$ cat config.mk
export PLATFORM = sky130hd
export DESIGN_NAME = dc_fifo_wr_arb
export DESIGN_NICKNAME = d
export VERILOG_FILES = /design/src/rtl/dc_fifo_wr_arb.sv
export SDC_FILE = /design/constraint.sdc
export NUM_CORES = 1
export LEC_CHECK = 0
export ABC_AREA = 1
export BUFFER_PORTS_ARGS = -buffer_cell sky130_fd_sc_hd__buf_2
export CORE_AREA = 2 2 242 244
export CTS_CLUSTER_SIZE = 25
export DETAILED_ROUTE_END_ITERATION = 16
export DIE_AREA = 0 0 244 246
export GPL_ROUTABILITY_DRIVEN = 1
export PLACE_DENSITY = 0.41
export SKIP_LAST_GASP = 1
export SLEW_MARGIN = 40
export SYNTH_ARGS = -nofsm -noshare
export SYNTH_HDL_FRONTEND = slang
export SYNTH_SLANG_ARGS = --single-unit
$ cat constraint.sdc
create_clock -name wrclk -period 3.45 [get_ports wrclk]
set_input_delay 0.1725 -clock wrclk [delete_from_list [all_inputs] [get_ports wrclk]]
set_output_delay 0.1725 -clock wrclk [all_outputs]
set_load 0.01 [all_outputs]
$ cat src/rtl/dc_fifo_wr_arb.sv
// rtl/dc_fifo_wr_arb.sv - packet-atomic round-robin arbiter for the write port of a shared dual-clock FIFO
// Define DC_FIFO_WR_ARB_CH_TAG_EN to prepend the granted channel index to every FIFO word.
module dc_fifo_wr_arb #(
  parameter int NUM_CH     = 8,
  parameter int DATA_WIDTH = 64,
  localparam int CH_W      = (NUM_CH > 2) ? $clog2(NUM_CH) : 1,
`ifdef DC_FIFO_WR_ARB_CH_TAG_EN
  localparam int FIFO_W    = DATA_WIDTH + 2 + CH_W
`else
  localparam int FIFO_W    = DATA_WIDTH + 2
`endif
) (
  input  logic                         wrclk,
  input  logic                         wr_rst_n,
  input  logic [NUM_CH-1:0]            ch_valid,
  output logic [NUM_CH-1:0]            ch_ready,
  input  logic [NUM_CH*DATA_WIDTH-1:0] ch_data,
  input  logic [NUM_CH-1:0]            ch_sop,
  input  logic [NUM_CH-1:0]            ch_eop,
  output logic                         fifo_wrreq,
  output logic [FIFO_W-1:0]            fifo_data,
  input  logic                         fifo_wrfull,
  output logic [NUM_CH-1:0]            grant_oh,
  output logic                         busy,
  output logic                         proto_err
);

  typedef enum logic {IDLE, BUSY} state_t;

  state_t                state, state_n;
  logic [CH_W-1:0]       grant_idx, grant_idx_n;
  logic [CH_W-1:0]       last_ch, last_ch_n;
  logic [CH_W-1:0]       cand;
  logic [NUM_CH-1:0]     grant_oh_n;
  logic                  first_beat, first_beat_n;
  logic                  proto_err_n;
  logic                  accept;
  logic                  found;
  logic                  g_sop, g_eop;
  logic [DATA_WIDTH-1:0] g_data;

  always_ff @(posedge wrclk or negedge wr_rst_n) begin
    if (!wr_rst_n) begin
      state      <= IDLE;
      grant_idx  <= '0;
      grant_oh   <= '0;
      last_ch    <= CH_W'(NUM_CH - 1);
      first_beat <= 1'b0;
      proto_err  <= 1'b0;
    end else begin
      state      <= state_n;
      grant_idx  <= grant_idx_n;
      grant_oh   <= grant_oh_n;
      last_ch    <= last_ch_n;
      first_beat <= first_beat_n;
      proto_err  <= proto_err_n;
    end
  end

  // The write path is steered only by the registered grant index.
  assign g_sop  = ch_sop[grant_idx];
  assign g_eop  = ch_eop[grant_idx];
  assign g_data = ch_data[int'(grant_idx) * DATA_WIDTH +: DATA_WIDTH];

  always_comb begin
    state_n      = state;
    grant_idx_n  = grant_idx;
    grant_oh_n   = grant_oh;
    last_ch_n    = last_ch;
    first_beat_n = first_beat;
    proto_err_n  = proto_err;
    ch_ready     = '0;
    accept       = 1'b0;
    found        = 1'b0;
    cand         = '0;
    busy         = (state == BUSY);

    case (state)
      IDLE: begin
        // Search upward from the channel after the previous winner, wrapping.
        for (int k = 1; k <= NUM_CH; k++) begin
          cand = CH_W'((int'(last_ch) + k) % NUM_CH);
          if (!found && ch_valid[cand]) begin
            found       = 1'b1;
            grant_idx_n = cand;
          end
        end
        if (found) begin
          state_n      = BUSY;
          grant_oh_n   = NUM_CH'(1) << grant_idx_n;
          last_ch_n    = grant_idx_n;
          first_beat_n = 1'b1;
        end
      end
      BUSY: begin
        ch_ready = fifo_wrfull ? '0 : grant_oh;
        accept   = ch_valid[grant_idx] && !fifo_wrfull;
        if (accept) begin
          // sop must be set on exactly the first accepted beat of a grant.
          if (first_beat != g_sop) begin
            proto_err_n = 1'b1;
          end
          first_beat_n = 1'b0;
          if (g_eop) begin
            state_n    = IDLE;
            grant_oh_n = '0;
          end
        end
      end
    endcase
  end

  assign fifo_wrreq = accept;

`ifdef DC_FIFO_WR_ARB_CH_TAG_EN
  assign fifo_data = {grant_idx, g_eop, g_sop, g_data};
`else
  assign fifo_data = {g_eop, g_sop, g_data};
`endif

endmodule

==> results of run 1 <==
[flip-flops by register name, summed over array words and instances (netlist names)]
signal	count
busy	1
grant_idx	3
proto_err	1
first_beat	1
last_ch	3
grant_oh	8
[layer usage]
layer / part of all wire, % / track usage (%) / vias to the layer above
met4: 2.4 / 2.99 / 2
met5: 0.030 / 0 / -
met2: 49 / 24.0 / 513
met1: 42 / 16.4 / 4982
met3: 6.6 / 2.25 / 53
li1: - / - / 5324
[synth_stat cells, drive strengths merged]
master	n
a21oi	4
a311oi	1
a31oi	65
buf	24
clkbuf	85
clkinv	2
dfrtp	14
dfstp	3
ha	2
inv	40
nand2	129
nand3	38
nand4	6
nor2	487
o21ai	277
o21bai	2
o22ai	69
or2	1
xnor2	1
xor2	1
[cells by family (layout without fill, tap and decap cells)]
| kind of cell | after synthesis | count (layout) | share of synthesized area (%) |
|---|---|---|---|
| other | 0 | 3 | 0 |
| adders and majority gates | 2 | 2 | 0.413 |
| and+or+nand+nor | 661 | 661 | 44.7 |
| DFF | 17 | 17 | 7.08 |
| AOI/OAI and AO/OA | 418 | 418 | 37.7 |
| xor gates and xnor gates | 2 | 2 | 0.289 |
| buffers and inverters | 151 | 702 | 9.85 |
[worst max path at each step]
stage                          start          end  depth (start not counted)
final                     last_ch[0]  grant_oh[7]                         18
after global routing      last_ch[0]  grant_oh[6]                         19
after CTS                 last_ch[0]  grant_oh[6]                         18
after detailed placement  last_ch[0]  grant_oh[7]                         18
after global placement    last_ch[0]  grant_oh[7]                         18
after floorplan           last_ch[0]  grant_oh[4]                         20
[worst reg2reg max path, delay by kind of cell, from the launching register on]
family | cells | cell delay, ps
fa+ha+maj | 1 | 400
simple gates | 13 | 1390
buf+inv | 4 | 450
flops | 1 | 650
[power groups by stage]
stage               Combinational, uW  Sequential, uW  Clock, uW
floorplan                        5630             351          0
global placement                 8780             536          0
detailed placement               8800             529          0
CTS                              8830             525        232
global route                     9720             540        241
finish                           8690             515        229
[repair_timing]
action | 4_1_cts | 5_1_grt
buffers inserted | 0 | 0
hold buffers | 1 | 0
setup endpoints to repair | 0 | 0
hold endpoints to repair | 14 | 0
gates resized for setup | 0 | 0
[through the flow]
stage	hold slack, ps	total power, uW	cells	worst slack (ps)	utilization (%)
final	386	9430	2570	440	17.7
after global routing	423	10500	2568	98.7	17.6
after CTS	405	9590	2567	413	17.6
after detailed placement	112	9320	2562	435	17.5
after global placement	114	9320	2562	451	17.5
after floorplan	-123	5980	1251	794	-
[area by class of cell]
cell class	count	area, um2
clock buffers	4	78.8
diodes	3	7.51
multi-input cells	1083	5030
well taps	765	957
flip-flops and latches	17	437
repair buffers	656	3440
inverters	42	168
fillers	6815	47200
==> impl_metrics.ini, run 1 <==
[run_status]
outcome = completed

[grt]
grt_max_degree = 114
antenna_found_initial = 7
grt_pass1_vias = 10686
grt_usage_pct = 13.3
grt_pass1_wl_um = 62800
grt_remaining_overflow = 0

[setup_path]
crit_family = simple AND/OR/NAND/NOR gates
r2r_start = last_ch[0]
arrival_ps = 3150
cp_max_fo = 11
rr_worst_depth = 18
crit_path_end_kind = flop
critPathMaxStageDelay_ps = 650
slowest_stage = dfstp_2
cpMostUsedCell = nand2_1
startpoint_type = flop
r2r-end = grant_oh[7]
critPathKind = flop to flop
worst-path-buf-inv = 4
crit_chain = inv_2 > ha_1 > inv_2 > nand3_2 > nand2_1 > nand2_1 > nand2_1 > nand4_4 > nor2_4 > nand3_4 > nand2_1 > inv_1 > nand2_1 > nand2_1 > nand2_1 > inv_2 > nand2_1 > nand2_1
ff2ff_setup_slack_ps = 440
cp.required_ps = 3590

[yosys]
synth_area_leaders = nor2_1, o21ai_0, nand2_1, o22ai_1, a31oi_1
postSynthCellCount = 1251
synth_area_um2 = 6060
ys_warn_count = 0
ys_ff_latch = 17
syn-mean-instance-area_um2 = 4.84
synth_top_area_share_pct = 29.8
ys_seq_area_share_pct = 7.08
synth_top_cell_by_area = nor2_1
ys_types = 36
syn_nets = 1792

[run]
cap_viol_max_count = 0

[sta]
fin_crit_sh_pct = 87.2
fin_worst_skew_ps = 1.15
worst_pin_slew_ps = 642
setup_viol = 0
hold_violations = 0
final.min_clock_period_ps = 3010
finalMaxSlewViolations = 0
fin_setup_tns_ps = 0
slew-limit-headroom_pct = 56.7
rsz0062_at_grt = false
fmax_mhz = 332

[die]
die_w_um = 244
fp.dieH_um = 246
start_util_pct = 10.6
core_um2 = 57400
std_cell_rows = 88
dieArea_um2 = 60000
io_pins = 624

[routing]
wire_per_inst_um = 16.8
drcViolationCount = 0
drtAntennaViolNets = 0
first_pass_iters = 5
viasPerCell = 4.23
wirelength_um = 43100
drt_iter0_drc = 618
vias = 10874

[power]
p_int_uw = 3360
share_seq_of_total_power_pct = 5.5
ir_worst_vdd_mv = 0.295
clockPowerShare_pct = 2.4
power_frac_comb_pct = 92.1
power_density_nw_per_um2 = 932
leakagePower_uw = 0.00500
p_sw_uw = 6070
swShare_pct = 64.4

[layout]
fin_area_um2 = 10100
final_nets = 2344
final_common_cell = buf_2
synthToLayoutAreaGrowth_pct = 67.1
drive_gt1_share_pct = 39.5
final_cell_mix = buf_2, nor2_1, o21ai_0

[worst_hold_path]
min_path_type = input pin to asynchronous set/reset pin

[placement]
place_area_um2 = 10000
dp_hpwl_um = 36000
place_congestion = 0.961
portBuffers = 623

[cts]
clk_pin_slew_ps = 50
clockRootBuffer = clkbuf_16
clk_latency_ps = 250
h-tree-depth = 1
cts_tree = done
cts_sinks = 17
cts_buffers = 3
clockBufferDepth = 2
Note: power is estimated with default switching activity, not from simulation.
==> inputs of run 2 (changes only) <==
- CORE_AREA: 2 2 242 244 -> 2 2 239 241
- DIE_AREA: 0 0 244 246 -> 0 0 241 243
- PLACE_DENSITY: 0.41 -> 0.42
- clock period: 3.45 -> 3.6 ns (I/O delays scaled with it)
==> run 2 against run 1 <==
Sequential cell count did not move; critical endpoint is now grant_oh[4]; largest power group unchanged; register-to-register slack improved by 70 ps; global-route usage rose by 0.33 points; sequential share of layout area rose by 0.054 points; sequential power fell by 6.0%; clock skew barely moved; critical path type unchanged; count of clock-buffer cells in the layout fell by 1; power fell by 5.1%; first-iteration DRC count rose by 8.6%; cell count fell by 0.89%; routed wire length rose by 0.43%; highest routed layer unchanged.
==> impl_metrics.ini, run 2 (synthesized netlist as in run 1, its figures left out) <==
[run_status]
outcome = completed

[sta]
hold_violations = 0
fin_setup_tns_ps = 0
setup_viol = 0
hold_slack_ps = 383
fin_worst_skew_ps = 0.829
worst_pin_slew_ps = 764
final.min_clock_period_ps = 3090
finalMaxSlewViolations = 0
setup_slack_ps = 512
fmax_mhz = 324
rsz0062_at_grt = false
slew-limit-headroom_pct = 49.1
fin_crit_sh_pct = 85.8

[grt]
grt_pass1_wl_um = 61600
grt_usage_pct = 13.6
antenna_found_initial = 9
grt_remaining_overflow = 0
grt_pass1_vias = 10410
grt_max_degree = 147

[setup_path]
r2r_start = last_ch[1]
r2r-end = grant_oh[4]
cp.required_ps = 3740
crit_path_end_kind = flop
startpoint_type = flop
critPathKind = flop to flop
cp_max_fo = 12
arrival_ps = 3220
worstSetupStartpoint = last_ch[1]
ff2ff_setup_slack_ps = 510
worstSetupEndpoint = grant_oh[4]
rr_worst_depth = 18

[die]
io_pins = 624
fp.dieH_um = 243
std_cell_rows = 87
die_w_um = 241
dieArea_um2 = 58600
start_util_pct = 10.8
core_um2 = 56000

[layout]
final_cell_mix = buf_2, nor2_1, o21ai_0
largest_reg_flops = 8
reg_top3 = grant_oh: 8 flops, grant_idx: 3 flops, last_ch: 3 flops
utilization_pct = 17.9
synthToLayoutAreaGrowth_pct = 65.0
final_common_cell = buf_2
largest-register = grant_oh
drive_gt1_share_pct = 39.0
nFillCells = 6752
final_nets = 2330

[cts]
clockBufferDepth = 2
h-tree-depth = 1
cts_sinks = 17
clockRootBuffer = clkbuf_16
cts_tree = done
clk_latency_ps = 250
cts_buffers = 3
cts_setup_buffers = 0
clk_pin_slew_ps = 50

[routing]
drt_iter0_drc = 671
wirelength_um = 43300
drtAntennaViolNets = 0
wire_per_inst_um = 17.0
drcViolationCount = 0
vias = 10729
viasPerCell = 4.21
first_pass_iters = 6

[run]
cap_viol_max_count = 0

[placement]
place_congestion = 0.940
portBuffers = 623
pre_cts_ws_ps = 550
dp_hpwl_um = 36200

[power]
leakagePower_uw = 0.00493
power_density_nw_per_um2 = 896
ir_worst_vdd_mv = 0.355

[worst_hold_path]
min_path_type = input pin to asynchronous set/reset pin
## run 2: changes by cell type in the layout (fill, tap and decap cells not counted)
| cell | before | now |
|---|---|---|
| clkinv_2 | 0 | 1 |
| buf_12 | 6 | 5 |
| clkbuf_1 | 1 | 0 |
| inv_6 | 1 | 2 |
| inv_4 | 2 | 1 |
| buf_4 | 26 | 13 |
## run 2: report_power, final
| part | total, uW | internal (uW) | leakage (uW) | switching, uW |
|---|---|---|---|---|
| clock | 219 | 148 | 0.0000409 | 70.5 |
| combinational | 8250 | 2680 | 0.00469 | 5570 |
| sequential | 484 | 288 | 0.000207 | 196 |
| total | 8960 | 3120 | 0.00493 | 5840 |
## run 2: per-stage QoR
| step | power, uW | std cells | cell area [um2] |
|---|---|---|---|
| 3_3_place_gp | 8820 | 2539 | 9900 |
| 5_1_grt | 9940 | 2546 | 10000 |
| 2_1_floorplan | 5730 | 1251 | 6060 |
| 6_report | 8960 | 2547 | 10000 |
| 4_1_cts | 9100 | 2544 | 9990 |
| 3_5_place_dp | 8850 | 2539 | 9900 |
## run 2: worst min path at each step
stage / startpoint / to / depth (start not counted)
after detailed placement: wr_rst_n / grant_oh[0] / 1
after global routing: wr_rst_n / grant_oh[4] / 2
after CTS: wr_rst_n / grant_oh[7] / 2
final: wr_rst_n / grant_oh[2] / 2
after floorplan: wr_rst_n / busy / 0
after global placement: wr_rst_n / grant_oh[3] / 1
## run 2: what timing repair did
item | in CTS | in global routing
endpoints found under the setup margin | 0 | 0
hold buffers | 1 | 0
endpoints found under the hold margin | 14 | 0
resized for setup | 0 | 0
## run 2: area by class of cell
type	count	area (um2)	area share (%)
multi-input combinational	1083	5030	50.3
inverter	42	170	1.70
clock buffer	3	75.1	0.751
timing repair buffer	642	3330	33.3
clock inverter	1	5.00	0.0500
sequential	17	437	4.37
tap	756	946	9.46
antenna	3	7.51	0.0751
## run 2: critical path, cell delays in order (launching register included)
cell and delay, ps:
dfstp_2 720, inv_1 220, ha_1 400, inv_2 180, nand3_2 120, nand3_2 100
nand2_2 130, nor2_8 180, nand4_4 110, nor2_4 170, nand3_4 110, nand2_1 70
inv_1 40, nand2_1 70, nand2_1 70, nand2_1 110, inv_2 50, nand2_1 70
nand2_1 50
## run 2: layer usage
metal	part of all wire (%)	up-vias	GRT usage [%]
met2	49	548	24.7
li1	-	5295	-
met5	0.081	-	0
met4	2.0	6	2.61
met1	41	4824	16.5
met3	8.2	56	2.75
